===== config.mk =====
export PLATFORM = sky130hd
export DESIGN_NAME = cam_frame_writer
export DESIGN_NICKNAME = d
export VERILOG_FILES = /design/src/rtl/cam_pkg.sv /design/src/rtl/cam_byte_pack.sv /design/src/rtl/cam_frame_writer.sv
export SDC_FILE = /design/constraint.sdc
export NUM_CORES = 1
export LEC_CHECK = 0
export ABC_AREA = 1
export CORE_UTILIZATION = 31
export DETAILED_ROUTE_END_ITERATION = 8
export GPL_ROUTABILITY_DRIVEN = 0
export HOLD_SLACK_MARGIN = 0.15
export PLACE_DENSITY = 0.64
export SLEW_MARGIN = 20
export SYNTH_ARGS = -nofsm -noshare
export SYNTH_HDL_FRONTEND = slang
export SYNTH_SLANG_ARGS = --single-unit
export TNS_END_PERCENT = 100

===== constraint.sdc =====
create_clock -name clk -period 1.7 [get_ports clk]
set_clock_uncertainty 0.2 [all_clocks]
set_input_delay 0.34 -clock clk [delete_from_list [all_inputs] [get_ports clk]]
set_output_delay 0.34 -clock clk [all_outputs]
set_load 0.02 [all_outputs]

===== src/rtl/cam_pkg.sv =====
// Shared definitions for the camera capture path: image geometry, FSM states
// and the RGB565 -> RGB444 packing rule.
package cam_pkg;

    localparam int IMG_W      = 160;
    localparam int IMG_H      = 120;
    localparam int IMG_SIZE   = IMG_W * IMG_H;
    // First address past the image; the reader uses it as its black pixel.
    localparam int BLACK_ADDR = IMG_SIZE;

    typedef enum logic [1:0] {
        IDLE,
        WAIT_FS,
        CAPTURE,
        FRAME_END
    } cam_state_e;

    function automatic logic [11:0] rgb565_to_rgb444(input logic [7:0] hi,
                                                     input logic [7:0] lo);
        return {hi[7:4], hi[2:0], lo[7], lo[4:1]};
    endfunction

endpackage


===== src/rtl/cam_byte_pack.sv =====
// Pairs camera bytes into pixels: holds the hi byte, and on the lo byte
// presents the packed RGB444 pixel combinationally.
module cam_byte_pack
    import cam_pkg::*;
(
    input  logic        clk,
    input  logic        rst,
    input  logic        byte_en,
    input  logic [7:0]  byte_in,
    output logic        pix_valid,
    output logic [11:0] pix_data
);

    logic       phase_q, phase_d;
    logic [7:0] hi_q, hi_d;

    // Any gap in byte_en (href low, frame end, not capturing) realigns to a hi byte.
    always_comb begin
        phase_d = byte_en ? ~phase_q : 1'b0;
        hi_d    = (byte_en && !phase_q) ? byte_in : hi_q;
    end

    assign pix_valid = byte_en & phase_q;
    assign pix_data  = rgb565_to_rgb444(hi_q, byte_in);

    always_ff @(posedge clk) begin
        if (rst) begin
            phase_q <= 1'b0;
            hi_q    <= 8'd0;
        end else begin
            phase_q <= phase_d;
            hi_q    <= hi_d;
        end
    end

endmodule


===== src/rtl/cam_frame_writer.sv =====
// Camera-to-frame-buffer writer: frame sync FSM, pixel address counter and
// registered write port towards the dual-port buffer.
module cam_frame_writer
    import cam_pkg::*;
#(
    parameter int AW    = 15,
    parameter int DW    = 12,
    parameter int IMG_W = cam_pkg::IMG_W,
    parameter int IMG_H = cam_pkg::IMG_H
) (
    input  logic          clk,
    input  logic          rst,
    input  logic          capture_en,
    input  logic          vsync,
    input  logic          href,
    input  logic [7:0]    px_data,
    output logic [AW-1:0] mem_px_addr,
    output logic [DW-1:0] mem_px_data,
    output logic          px_wr,
    output logic          frame_done,
    output logic          overflow
);

    localparam logic [AW-1:0] SIZE_A = AW'(IMG_W * IMG_H);

    cam_state_e    state_q, state_d;
    logic [AW-1:0] cnt_q, cnt_d;
    logic [AW-1:0] addr_q, addr_d;
    logic [DW-1:0] data_q, data_d;
    logic          wr_q, wr_d;
    logic          done_q, done_d;
    logic          ovf_q, ovf_d;
    logic          vsync_q;

    logic          fs, fe, byte_en, pix_valid;
    logic [11:0]   pix_data;

    assign fs = vsync_q & ~vsync;
    assign fe = ~vsync_q & vsync;
    // Frame end beats a byte arriving in the same cycle; the pending hi byte is dropped.
    assign byte_en = (state_q == CAPTURE) && href && !fe;

    cam_byte_pack u_pack (
        .clk       (clk),
        .rst       (rst),
        .byte_en   (byte_en),
        .byte_in   (px_data),
        .pix_valid (pix_valid),
        .pix_data  (pix_data)
    );

    always_comb begin
        state_d = state_q;
        cnt_d   = cnt_q;
        addr_d  = addr_q;
        data_d  = data_q;
        wr_d    = 1'b0;
        done_d  = 1'b0;
        ovf_d   = ovf_q;
        case (state_q)
            IDLE: begin
                if (capture_en) state_d = WAIT_FS;
            end
            WAIT_FS: begin
                if (!capture_en) begin
                    state_d = IDLE;
                end else if (fs) begin
                    state_d = CAPTURE;
                    cnt_d   = '0;
                    ovf_d   = 1'b0;
                end
            end
            CAPTURE: begin
                if (fe) begin
                    state_d = FRAME_END;
                    done_d  = 1'b1;
                end else if (pix_valid) begin
                    // Counter saturates at the image size so the black pixel is never written.
                    if (cnt_q < SIZE_A) begin
                        addr_d = cnt_q;
                        data_d = pix_data;
                        wr_d   = 1'b1;
                        cnt_d  = cnt_q + AW'(1);
                    end else begin
                        ovf_d  = 1'b1;
                    end
                end
            end
            FRAME_END: begin
                state_d = capture_en ? WAIT_FS : IDLE;
            end
            default: state_d = IDLE;
        endcase
    end

    always_ff @(posedge clk) begin
        if (rst) begin
            state_q <= IDLE;
            cnt_q   <= '0;
            addr_q  <= '0;
            data_q  <= '0;
            wr_q    <= 1'b0;
            done_q  <= 1'b0;
            ovf_q   <= 1'b0;
            vsync_q <= 1'b0;
        end else begin
            state_q <= state_d;
            cnt_q   <= cnt_d;
            addr_q  <= addr_d;
            data_q  <= data_d;
            wr_q    <= wr_d;
            done_q  <= done_d;
            ovf_q   <= ovf_d;
            vsync_q <= vsync;
        end
    end

    assign mem_px_addr = addr_q;
    assign mem_px_data = data_q;
    assign px_wr       = wr_q;
    assign frame_done  = done_q;
    assign overflow    = ovf_q;

endmodule


-- Yosys cells after proc, flatten, opt, wreduce, memory -nomap -nowiden
Cells that the tools add are included.
- register bits: 57
- input port bits: 13
- output and inout port bits: 30
- word-level logic and storage cells: 68
- add/sub/neg operators: 1
- magnitude comparators: 1
- equal/unequal tests: 12
- mux-type cells: 20
- bitwise gates (word level): 10
- reduce and logical (&&, ||, !) cells: 14
- operator list (kind ; number):
    $mux 15 ; 5
    $pmux 15 s2 ; 1
    $add 15x1->15 const B ; 1
    $lt 15x15->1 const B ; 1
    $ne 2x2->1 const B ; 7
    $reduce_and 6->1 ; 2
    $mux 1 ; 8
    $mux 2 ; 4
    $pmux 2 s4 ; 1
    $not 1->1 ; 7
    $eq 2x2->1 const B ; 2
    $reduce_and 4->1 ; 1
    $reduce_or 2->1 ; 2
    $reduce_or 4->1 ; 1
    $and 1x1->1 ; 3
    $logic_and 1x1->1 ; 3
    $ne 3x3->1 const B ; 1
    $reduce_and 3->1 ; 1
    $eq 2x1->1 const B ; 1
    $logic_not 1->1 ; 2
    $logic_not 2->1 ; 1
    $ne 2x1->1 const B ; 1
    $pmux 1 s2 ; 1
    $reduce_bool 2->1 ; 1

-- Logic depth before layout (Yosys ltp)
Gate-level depths: netlist of run 1.
- depth after elaboration: 8
- mapped depth: 11
- depth with buffers taken out: 11

-- Modules after synthesis
Synthesis of run 1 repeated with hierarchy kept, for this count alone.
- cell total of the unflattened synthesis: 355
- area, all modules: 2502.4 sq um
- modules (own cells, without submodules) (module ; times used ; cells each ; area an instance (sq um) ; seq. area each (sq um)):
    cam_frame_writer ; 1 ; 299 ; 2118.3 ; 960.9
    cam_byte_pack ; 1 ; 56 ; 384.1 ; 160.2

-- Least setup slack after synthesis of run 1
Ideal clock, no wire load.
- path kind: register to register
- start: register (tool-made name)
- end: register cnt_q[6]
- library setup time: 0.109 ns
- data arrival time: 1.255 ns
- data required time: 1.391 ns
- path slack: 0.136 ns
- stages on the path, launching flop included: 12
- buffers on the path: 0
- period minus slack after synthesis: 1.564 ns
- path through: dfxtp_1 -> inv_2 -> nor2_4 -> nand2_2 -> nor2_4 -> nand2_4 -> nand2_2 -> nand2_4 -> nand2_4 -> nand2_1 -> nand2_1 -> inv_1
- RTL lines (item ; RTL line ; RTL):
    end signal: assignment ; cam_frame_writer.sv:108 ; cnt_q <= cnt_d;
    end: declaration ; cam_frame_writer.sv:27 ; logic [AW-1:0] cnt_q, cnt_d;

-- Worst setup path after layout of run 1
- start: input port vsync
- end: register cnt_q[6]
- longest elaborated chain between the ends: 6
- elaborated cells between the ends (all ways): 10
- classes of those cells: eq/ne (3); bitwise (4); reduce/logical (3)
- RTL lines (item ; RTL line ; RTL):
    start: declaration ; cam_frame_writer.sv:14 ; input logic vsync,
    $and 1x1->1 ; cam_frame_writer.sv:39 ; assign fe = ~vsync_q & vsync;
    $logic_not 1->1 ; cam_frame_writer.sv:41 ; assign byte_en = (state_q == CAPTURE) && href && !fe;
    $logic_and 1x1->1 ; cam_frame_writer.sv:41 ;
    $and 1x1->1 ; cam_byte_pack.sv:23 ; assign pix_valid = byte_en & phase_q;
    $ne 2x2->1 (no source line) ; n/a ;
    $reduce_and 6->1 (no source line) (*) ; n/a ;
Every way passes the cells marked *; elsewhere a longest branch is shown, timed or not.
A chain may end at the register's enable or synchronous reset.

==> reports/qor.csv, run 1 <==
metric,value,unit
status,finished clean,
iteration-0 DRC count of the detailed router,97,
cell accounting for the most synthesized area,dfxtp_1,
number of register bits inferred by synthesis,56,
largest driver fanout on the critical path,5,
routed via count divided by cell count,4.74,
critical path's slowest cell,clkdlybuf4s50_1,
share of final-layout standard cells stronger than drive strength 1,18.6,%
max-slew violation total from the final report,0,
predominant post-synthesis flop cell,dfxtp_1,
clk_lat worst skew,0.31,ns
CP Data Required Time,1.73,ns
clock-pin slew on the worst setup and hold paths,0.10,ns
classification of the worst setup path,primary input to flop,
number of antenna diodes,0,
Top Metal Used,met4,
number of synthesized flops with an enable pin,0,
slew at the pin closest to its max-slew limit,0.299,ns
worst endpoint data arrival time,1.67,ns
layout filler cell count,750,
post-synthesis cell count,330,
static leakage,1.47,nW
total negative setup slack,0,ns
count of yosys warnings during synthesis,0,
number of nets still failing antenna checks after routing,0,
Initial Utilization,32.4,%
minimum clock period,1.64,ns
distinct cell type count after synthesis,27,
total wire length,6180,um
final hold vios,0,
cell types with the highest counts after synthesis,"64 x nor2_1, 60 x nand2_1, 56 x dfxtp_1",
Critical Path Sink Type,flop,
total length of routed met3 wires,456,um
wire length of the first global-routing pass,9830,um
PnR Total Power,2.32,mW
Area growth syn-to-layout,39.0,%
Die Area,8060,um^2
count of maximum capacitance violations,0,
via count of the first global-routing pass,2185,
ys async rst share,0,%
Sequential cell area,1130,um^2
global-route usage over all layers,15.0,%
remaining global-route overflow,0,
average wire per standard cell,12.3,um
Final Core Density,45.1,%
Post-Syn Area,2390,um^2
die width,89.8,um
num ports,43,
count of input and output buffers,42,
remaining max-slew budget at the tightest pin,80.0,%
placement-stage worst setup slack,-0.464,ns
core footprint,7370,um^2
maximum number of pins on one net before global-route repair,26,
count of unresolved DRC violations after routing,0,
slack of the worst reg-to-reg path,0.09,ns
final setup vio count,0,
setup repair after global routing missed its margin,true,
Power Density,700,nW/um^2
overall die height,89.8,um
placed wire-length estimate,4130,um
stage delay of the slowest cell on the critical path,0.48,ns
share of Yosys cell area claimed by the top area cell type,46.9,%
most frequent cell after synthesis,nor2_1,
count of vias placed by the detailed router,2381,
HP Class,flop to flop,
total area of multi-input combinational cells,1170,um^2
kind of start point of the critical path,primary input,
met1 WL,2750,um
maximum number of buffers from clock root to sink,2,
worst-case setup margin in the final layout,0.0601,ns
total clock sinks,56,
number of buffers created by CTS,5,
Post-Synthesis Mean Instance Area,7.24,um^2
maximum level of the CTS H-tree,2,
Pre-Repair DR Iteration Count,5,
root buffer selected by CTS,clkbuf_8,
sequential-to-total area share from yosys stat,46.9,%
number of rows created at floorplan,31,
met2 wire len,2810,um
top post-synthesis cells by area,"dfxtp_1 47%, nor2_1 10%, nand2_1 9.4%",
TritonCTS clock tree,done,
ordered list of cells on the worst path,clkdlybuf4s50_1 -> inv_2 -> buf_4 -> nand4_1 -> nand2_4 -> buf_4 -> nand3_1 -> nand2_1 -> nand2_1 -> inv_1,
share of the clock period used by the worst path,96.5,%
achievable clock frequency,610,MHz
Post-Synthesis Net Count,344,
initial antenna violation count,0,
final non-filler cell total,502,
placed insts,488,
worst voltage drop across the vdd grid,0.000310,V
net count reported at finish,416,
-- logic make-up (layout without fill, tap and decap cells) --
group           count (synthesis)  in the layout  synth area share (%)
buf+inv                        39            111                  6.96
fa+ha+maj                       1              1                 0.523
compound gates                 64             64                  13.5
simple gates                  170            171                  32.1
flops                          56             56                  46.9
-- metal layers --
metal  GRT usage [%]  vias up
li1                -     1216
met1            18.6     1073
met2            24.3       74
met3            4.15       18
met4            6.28        0
met5               0        -
-- path summary, 6_finish.rpt --
| check | startpoint | endpoint | cells after the start |
|---|---|---|---|
| hold / removal | overflow | overflow | 2 |
| setup reg to reg | flop | cnt_q[11] | 9 |
| hold reg to reg | overflow | overflow | 2 |
| setup / recovery | vsync | cnt_q[6] | 10 |
-- cell usage in the layout (no fill, tap or decap), types with 2 or more instances in the layout --
cell / Yosys / layout
nor2_1: 64 / 59
nand2_1: 60 / 58
dfxtp_1: 56 / 49
dlygate4sd2_1: 0 / 30
o21ai_0: 30 / 29
inv_1: 29 / 25
buf_4: 1 / 25
nand3_1: 25 / 24
a21oi_1: 24 / 23
clkdlybuf4s50_1: 0 / 12
o21ai_1: 9 / 10
dfxtp_2: 0 / 7
inv_2: 1 / 5
clkbuf_8: 0 / 5
nor2_4: 2 / 4
nand2_2: 3 / 4
nand2_4: 3 / 4
nor2_2: 1 / 4
nand4_1: 3 / 3
nand3_2: 2 / 3
nor3_1: 2 / 2
clkbuf_16: 0 / 2
buf_12: 0 / 2
-- flip-flops by register name, indices dropped and copies added (netlist names), named ones only --
| register | count |
|---|---|
| px_wr | 1 |
| vsync_q | 1 |
| overflow | 1 |
| mem_px_data | 12 |
| state_q | 1 |
| mem_px_addr | 15 |
| u_pack.hi_q | 7 |
| cnt_q | 15 |
| u_pack.phase_q | 1 |
| frame_done | 1 |
-- layout make-up --
| class | count | area share (%) |
|---|---|---|
| Inverter | 30 | 3.39 |
| Multi-Input combinational cell | 236 | 35.1 |
| Clock buffer | 5 | 2.07 |
| Timing Repair Buffer | 73 | 20.4 |
| Tap cell | 99 | 3.73 |
| Sequential cell | 56 | 34.0 |
| Clock inverter | 3 | 1.28 |
-- worst max-delay path, delay by kind of cell --
family / cells / cell delay [ns]
buffers and inverters: 5 / 0.86
AND/OR/NAND/NOR: 5 / 0.46
-- report_power, final --
group	leakage (nW)	internal (mW)	total (mW)	switching, mW
Sequential	0.455	1.32	1.32	0.00605
Clock	0.0541	0.437	0.882	0.445
Combinational	0.960	0.0592	0.120	0.0606
-- stage by stage --
stage,instance area [um^2],hold slack [ns]
2_1_floorplan,2390,0.209
3_3_place_gp,3100,0.262
3_5_place_dp,3100,0.262
4_1_cts,3190,0.277
5_1_grt,3320,0.315
6_report,3320,0.279
-- what timing repair did --
item,4_1_cts,5_1_grt
pin swaps,1,5
gates resized for setup,32,26
hold endpoints to repair,0,0
cloned,1,3
buffers inserted,0,2
endpoints found under the setup margin,45,26
hold buffers,0,0
Note: power is estimated with default switching activity, not from simulation.
==> inputs of run 2 (changes only) <==
--- a/config.mk
+++ b/config.mk
@@ -6,12 +6,14 @@
 export NUM_CORES = 1
 export LEC_CHECK = 0
 export ABC_AREA = 1
+export CORE_MARGIN = 4
 export CORE_UTILIZATION = 31
 export DETAILED_ROUTE_END_ITERATION = 8
 export GPL_ROUTABILITY_DRIVEN = 0
 export HOLD_SLACK_MARGIN = 0.15
 export PLACE_DENSITY = 0.64
-export SLEW_MARGIN = 20
+export REMOVE_ABC_BUFFERS = 1
+export SLEW_MARGIN = 40
 export SYNTH_ARGS = -nofsm -noshare
 export SYNTH_HDL_FRONTEND = slang
 export SYNTH_SLANG_ARGS = --single-unit
==> run 2 against run 1 <==
Net effect:
- sequential cell count did not move
- largest cell class unchanged
- count of clock-buffer cells in the layout did not move
- worst hold slack got worse by 0.058 ns
- clock power fell by 14%
- critical path type is now flop to flop
- critical path depth did not move
- register-to-register slack got worse by 0.07 ns
- die area rose by 14%
==> reports/qor.csv, run 2 (synthesis results as in run 1) <==
metric,value,unit,change
kind of start point of the critical path,flop,,
CP Data Required Time,1.75,ns,+0.02 ns
Initial Utilization,32.4,%,unchanged
total clock sinks,56,,unchanged
"commonest non-fill, non-tap cells in the layout","61 x nor2_1, 60 x nand2_1, 50 x dfxtp_1, 30 x dlygate4sd2_1, 27 x inv_1",,
Die Area,9180,um^2,+14%
share of the clock period used by the worst path,98.6,%,+2.1 points
setup repair after global routing missed its margin,true,,
hold_buf cts,0,,unchanged
remaining max-slew budget at the tightest pin,82.7,%,+2.7 points
Critical Path Sink Type,flop,,
largest driver fanout on the critical path,19,,+14
achievable clock frequency,597,MHz,-2.2%
overall die height,95.8,um,+6.7%
net count reported at finish,418,,+0.48%
initial antenna violation count,0,,unchanged
clk_lat worst skew,0.32,ns,about the same
count of vias placed by the detailed router,2323,,-2.4%
root buffer selected by CTS,clkbuf_8,,
status,finished clean,,
Pre-Repair DR Iteration Count,4,,-1
number of antenna diodes,0,,unchanged
total length of routed met3 wires,229,um,-50%
Final Core Density,45.2,%,+0.10 points
routed via count divided by cell count,4.61,,-2.8%
clock-pin slew on the worst setup and hold paths,0.11,ns,about the same
count of maximum capacitance violations,0,,unchanged
total wire length,5780,um,-6.5%
Top Metal Used,met4,,
Power Density,664,nW/um^2,-5.1%
num ports,43,,unchanged
global-route usage over all layers,13.3,%,-1.6 points
final non-filler cell total,504,,+0.40%
number of nets still failing antenna checks after routing,0,,unchanged
share of final-layout standard cells stronger than drive strength 1,17.8,%,-0.83 points
maximum number of buffers from clock root to sink,2,,unchanged
die width,95.8,um,+6.7%
total area of multi-input combinational cells,1140,um^2,-1.9%
final setup vio count,0,,unchanged
remaining global-route overflow,0,,unchanged
met1 WL,2640,um,-4.3%
maximum level of the CTS H-tree,2,,unchanged
minimum clock period,1.68,ns,+0.0363 ns
static leakage,1.50,nW,+1.9%
wire length of the first global-routing pass,9870,um,+0.36%
via count of the first global-routing pass,2230,,+2.1%
number of buffers created by CTS,5,,unchanged
HP Class,primary input to flop,,
TritonCTS clock tree,done,,
classification of the worst setup path,flop to flop,,
placed wire-length estimate,4420,um,+6.9%
max-slew violation total from the final report,0,,unchanged
Area growth syn-to-layout,39.3,%,
core footprint,7370,um^2,unchanged
maximum number of pins on one net before global-route repair,24,,-7.7%
final hold vios,0,,unchanged
count of input and output buffers,42,,unchanged
slew at the pin closest to its max-slew limit,0.259,ns,-0.0400 ns
worst voltage drop across the vdd grid,0.000373,V,+20%
met2 wire len,2840,um,+1.0%
Sequential cell area,1130,um^2,-0.11%
average wire per standard cell,11.5,um,-6.9%
"most common cell after layout, fill and taps aside",nor2_1,,
slack of the worst reg-to-reg path,0.02,ns,-0.07 ns
worst endpoint data arrival time,1.73,ns,+0.06 ns
layout filler cell count,772,,+2.9%
count of unresolved DRC violations after routing,0,,unchanged
number of rows created at floorplan,31,,unchanged
PnR Total Power,2.21,mW,-4.9%
placed insts,494,,+1.2%
iteration-0 DRC count of the detailed router,98,,+1.0%
-- run 2: metal layers --
layer / up-vias / track usage [%]
met5: - / 0
met4: 0 / 3.67
met3: 5 / 2.58
met2: 46 / 22.7
met1: 1058 / 17.2
li1: 1214 / -
-- run 2: worst max-delay path, cell delays in order (launching register included) --
cell,delay [ns]
dfxtp_2,0.35
inv_2,0.04
nor2_4,0.08
nand2_2,0.07
nor2_4,0.15
nand2_4,0.07
buf_12,0.13
nor2_8,0.13
buf_12,0.16
nand3_2,0.08
a21oi_2,0.13
-- run 2: timing repair --
item | in CTS | in global routing
buffers inserted | 0 | 2
pin swaps | 0 | 3
endpoints found under the setup margin | 33 | 44
gates resized for setup | 31 | 26
-- run 2: cell type report --
| cell class | instances | area share [%] |
|---|---|---|
| multi-input cells | 235 | 34.4 |
| well taps | 99 | 3.72 |
| clock buffers | 5 | 2.07 |
| clock inverters | 3 | 0.752 |
| repair buffers | 76 | 21.8 |
| inverters | 30 | 3.38 |
| flip-flops and latches | 56 | 33.9 |
-- run 2: worst paths after layout --
| kind | depth (start not counted) | to | start |
|---|---|---|---|
| worst max-delay path | 10 | cnt_q[12] | flop |
| worst min-delay path | 4 | vsync_q | vsync |
| worst max register to register | 10 | cnt_q[12] | flop |
| worst min register to register | 2 | overflow | overflow |
-- run 2: report_power, final --
group	switching (mW)	internal [mW]
logic	0.0615	0.0650
clock network	0.460	0.301
registers	0.00620	1.32
total	0.528	1.68
-- run 2: through the flow --
step | setup WS [ns] | hold slack, ns | instance area [um^2] | setup TNS (ns)
after floorplan | 0.0277 | 0.209 | 2340 | 0
after global placement | -0.336 | 0.261 | 3200 | -14.54
after detailed placement | -0.329 | 0.270 | 3200 | -13.90
after CTS | 0.00145 | 0.284 | 3250 | 0
after global routing | -0.0771 | 0.235 | 3330 | -1.00
final | 0.0238 | 0.221 | 3330 | 0
==> patch 1 (flow settings as in run 1) <==
Set the parameter `AW` to 16 (it was 15).
--- a/src/rtl/cam_frame_writer.sv
+++ b/src/rtl/cam_frame_writer.sv
@@ -5,3 +5,3 @@
 #(
-    parameter int AW    = 15,
+    parameter int AW    = 16,
     parameter int DW    = 12,
Ports: changed (resized mem_px_addr); port bits go from 43 to 44. The function was not compared with the original's and may differ.
==> patch 1 against run 1 <==
  * Worst setup slack got worse by 0.012 ns
  * Utilization down 0.38 points
  * Total power up 20%
  * Fmax decreased by 0.72%
  * Non-clock buffer count is 2 lower
  * Sequential share of layout area fell by 0.50 points
  * Final area rose by 4.5%
  * Synthesized area grew 4.8%
  * Register-to-register slack lost 0.04 ns
  * Sequential power rose by 4%
  * Sequential cell count grew 2
  * Wire length grew 1.7%
  * Largest power group unchanged
==> patch 1: results (changes against run 1) <==
first-pass GRT wire length=10400 um (was 9830 um); final hold vios=0 (unchanged); placed inst area=3180 sq um (was 3100 sq um); hold crit path type=in2reg (was reg2reg); Synth Net Count=371 (was 344); Resized cells post-CTS=34 (was 32); number of port buffers=43 (was 42); largest net degree at the start of global routing=33 (was 26); met3 routed WL=216 um (was 456 um); met3 Resource Use GR=0.0365 (was 0.0415); diode count=0 (unchanged); All-Layer GR Usage=0.157 (was 0.150); Rel. slew slack=0.800 (about the same); Final period util=0.972 (was 0.965); largest stage delay on the critical path=0.31 ns (was 0.48 ns); sequential fraction of the synthesis area=0.464 (was 0.469); crit-path leading delay family=simple AND/OR/NAND/NOR gates (was buffers and inverters); Starting DRT DRC Count=70 (was 97); Metal-1 WL=2830 um (was 2750 um); met2 wire len=3070 um (was 2810 um); hold_sp=vsync (was overflow); met1 usage=0.170 (was 0.186); crit path to=cnt_q[14] (was cnt_q[6]); worst slack, placed=-0.393 ns (was -0.464 ns); met2 usage=0.269 (was 0.243); WL/cell=11.8 um (was 12.3 um); Leak Pwr=1.53 nW (was 1.47 nW); Vias/cell=4.58 (was 4.74); CTS H-tree lvls=3 (was 2); cts bufs inserted=9 (was 5); synth-to-layout area growth=38.6% (was 39.0%); Synth Instances=357 (was 330); Setup crit start kind=flip-flop (was input pin); fillers=791 (was 750); final hold slack=0.196 ns (was 0.279 ns); vias in the first global route=2365 (was 2185); worst r2r src=cnt_q[13]; commonest cells in the synthesized netlist=nor2_1, nand2_1, dfxtp_1 (unchanged); status=finished clean (unchanged); reg2reg setup slack=0.05 ns (was 0.09 ns); Placed Cells=514 (was 488); Arr. time, crit path=1.70 ns (was 1.67 ns); CP Max Fanout=7 (was 5); layout cell share with drive strength beyond 1=0.148 (was 0.186); hpwl dp=4280 um (was 4130 um); clk_lat worst skew=0.35 ns (was 0.31 ns); maximum vdd drop=0.270 mV (was 0.310 mV); non-filler cells in the finished layout=533 (was 502); Synth area leaders=dfxtp_1, nor2_1, nand2_1 (unchanged); Pre-antenna DRT Iters=4 (was 5); Nets=440 (was 416); clock-pin slew on the worst setup and hold paths=0.07 ns (was 0.10 ns); Slowest-stage cell, CP=dfxtp_1 (was clkdlybuf4s50_1)
patch 1: logic make-up after synthesis:
| kind of cell | count (synthesis) | share of synthesized area |
|---|---|---|
| compound gates | 55 | 0.112 |
| xor+xnor | 1 | 0.00350 |
| fa+ha+maj | 1 | 0.00499 |
| buf+inv | 43 | 0.0874 |
| flops | 58 | 0.464 |
| simple gates | 199 | 0.329 |
patch 1: how the worst min path moves through the flow:
stage | endpoint | cells past startpoint
floorplan | cnt_q[4] | 1
global placement | mem_px_addr[15] | 2
detailed placement | mem_px_addr[15] | 2
CTS | mem_px_addr[15] | 2
global route | frame_done | 4
finish | frame_done | 4
patch 1: area by class of cell:
cell class	count	share of cell area
Clock buffer	10	0.0397
Clock inverter	6	0.0191
Tap cell	102	0.0368
Inverter	30	0.0371
Sequential cell	58	0.335
Timing Repair Buffer	71	0.188
Multi-Input combinational cell	256	0.344
patch 1: power by group:
part	switching, W	internal [W]
clock network	0.000586	0.000715
logic	0.0000622	0.0000570
registers	0.00000580	0.00137
total	0.000654	0.00214
==> patch 2 (config.mk and constraints of run 1) <==
Without the edit above. Take the reset off `addr_q` and `data_q` and load them in a clocked block of their own.
--- a/src/rtl/cam_frame_writer.sv
+++ b/src/rtl/cam_frame_writer.sv
@@ -99,4 +99,2 @@
             cnt_q   <= '0;
-            addr_q  <= '0;
-            data_q  <= '0;
             wr_q    <= 1'b0;
@@ -108,4 +106,2 @@
             cnt_q   <= cnt_d;
-            addr_q  <= addr_d;
-            data_q  <= data_d;
             wr_q    <= wr_d;
@@ -115,2 +111,7 @@
         end
+    end
+
+    always_ff @(posedge clk) begin
+        addr_q <= addr_d;
+        data_q <= data_d;
     end
Behaviour: differs if rst is asserted again (counterexample within 10 cycles, from zero or initial values and one cycle with rst high); with rst held inactive, the same outputs for 10 cycles.
==> patch 2 against run 1 <==
  * Wire length is 20% lower
  * First-iteration DRC count is 33% higher
  * Synthesized area decreased by 2.6%
  * Sequential share of layout area is 10 points higher
  * Highest routed layer unchanged
  * Clock power down 0.5%
  * Via count shrank 20%
  * Worst setup slack improved by 0.061 ns
  * Register-to-register slack improved by 0.03 ns
  * Total power is 2.4% higher
  * Final area decreased by 4.0%
  * Synthesized cell count fell by 22%
  * Largest cell class is now flip-flops and latches
  * Utilization is 1.1 points lower
  * Sequential cell count stayed put
  * Final cell count is 15% lower
==> patch 2: results (changes against run 1) <==
sequential fraction of the synthesis area=0.598 (was 0.469); EDFF count, synth=27 (was 0); status=finished clean (unchanged); most common cell in the netlist=nand2_1 (was nor2_1); P_clk=0.000878 W (was 0.000882 W); Rel. slew slack=0.797 (was 0.800); Vias/cell=4.46 (was 4.74); met3 Resource Use GR=0.0233 (was 0.0415); worst slack, placed=-0.288 ns (was -0.464 ns); Arr. time, crit path=1.41 ns (was 1.67 ns); largest net degree at the start of global routing=19 (was 26); crit-path leading delay family=simple AND/OR/NAND/NOR gates (was buffers and inverters); Pre-antenna DRT Iters=4 (was 5); hpwl dp=3720 um (was 4130 um); placed inst area=3060 sq um (was 3100 sq um); largest stage delay on the critical path=0.37 ns (was 0.48 ns); P_int=0.00190 W (was 0.00181 W); Starting DRT DRC Count=129 (was 97); vias in the first global route=1822 (was 2185); Leak Pwr=1.28 nW (was 1.47 nW); All-Layer GR Usage=0.139 (was 0.150); Synth area leaders=edfxtp_1, dfxtp_1, nand2_1 (was dfxtp_1, nor2_1, nand2_1); met1 usage=0.179 (was 0.186); met2 usage=0.236 (was 0.243); WL/cell=11.6 um (was 12.3 um); maximum vdd drop=0.371 mV (was 0.310 mV); Synth Net Count=271 (was 344); Comb power frac=0.039 (was 0.052)
[patch 2: cell types whose count changed in the layout (fill, tap and decap cells not counted), sizes merged, moves of 2 or more]
cell | before | now
dfxtp | 56 | 29
edfxtp | 0 | 27
o21ai | 39 | 12
nor2 | 68 | 44
a21oi | 24 | 7
buf | 29 | 25
nand2 | 67 | 63
clkbuf | 7 | 5
nand3 | 27 | 25
nand4 | 3 | 5
[patch 2: worst paths after layout]
kind	from	end	slack [ns]	cells past startpoint
max	cnt_q[11]	mem_px_addr[13]	0.12	6
min reg2reg	u_pack.hi_q[6]	mem_px_data[10]	0.23	0
min	u_pack.hi_q[6]	mem_px_data[10]	0.23	0
max reg2reg	cnt_q[11]	mem_px_addr[13]	0.12	6
[patch 2: final cells by class]
cell class	instances	area, sq um
clock buffer	5	68.8
clock inverter	3	46.3
fill	736	4070
inverter	31	118
multi-input combinational	165	813
sequential	56	1400
tap	99	124
timing repair buffer	68	616
[patch 2: kinds of logic (layout without fill, tap and decap cells)]
group	after synthesis	after routing	synth area share
fa+ha+maj	1	1	0.00538
compound gates	21	21	0.0484
buf+inv	36	107	0.0672
xor+xnor	2	2	0.00753
simple gates	141	141	0.274
flops	56	56	0.598
[patch 2: metal layers]
| layer | part of all wire | routed length [um] |
|---|---|---|
| met5 | 0 | 0 |
| met4 | 0.015 | 73 |
| met2 | 0.51 | 2500 |
| met3 | 0.044 | 219 |
| met1 | 0.43 | 2150 |
[patch 2: timing repair]
item                                    CTS  global route
pin swaps                                 0             3
buffers inserted                          0             1
resized for setup                        30            15
endpoints found under the setup margin   30            13
cloned                                    0             0
endpoints found under the hold margin     0             1
hold buffers                              0             1
[patch 2: through the flow]
stage	util	cells
finish	0.440	427
CTS	0.432	425
floorplan	-	257
global placement	0.422	417
detailed placement	0.422	417
global route	0.440	427
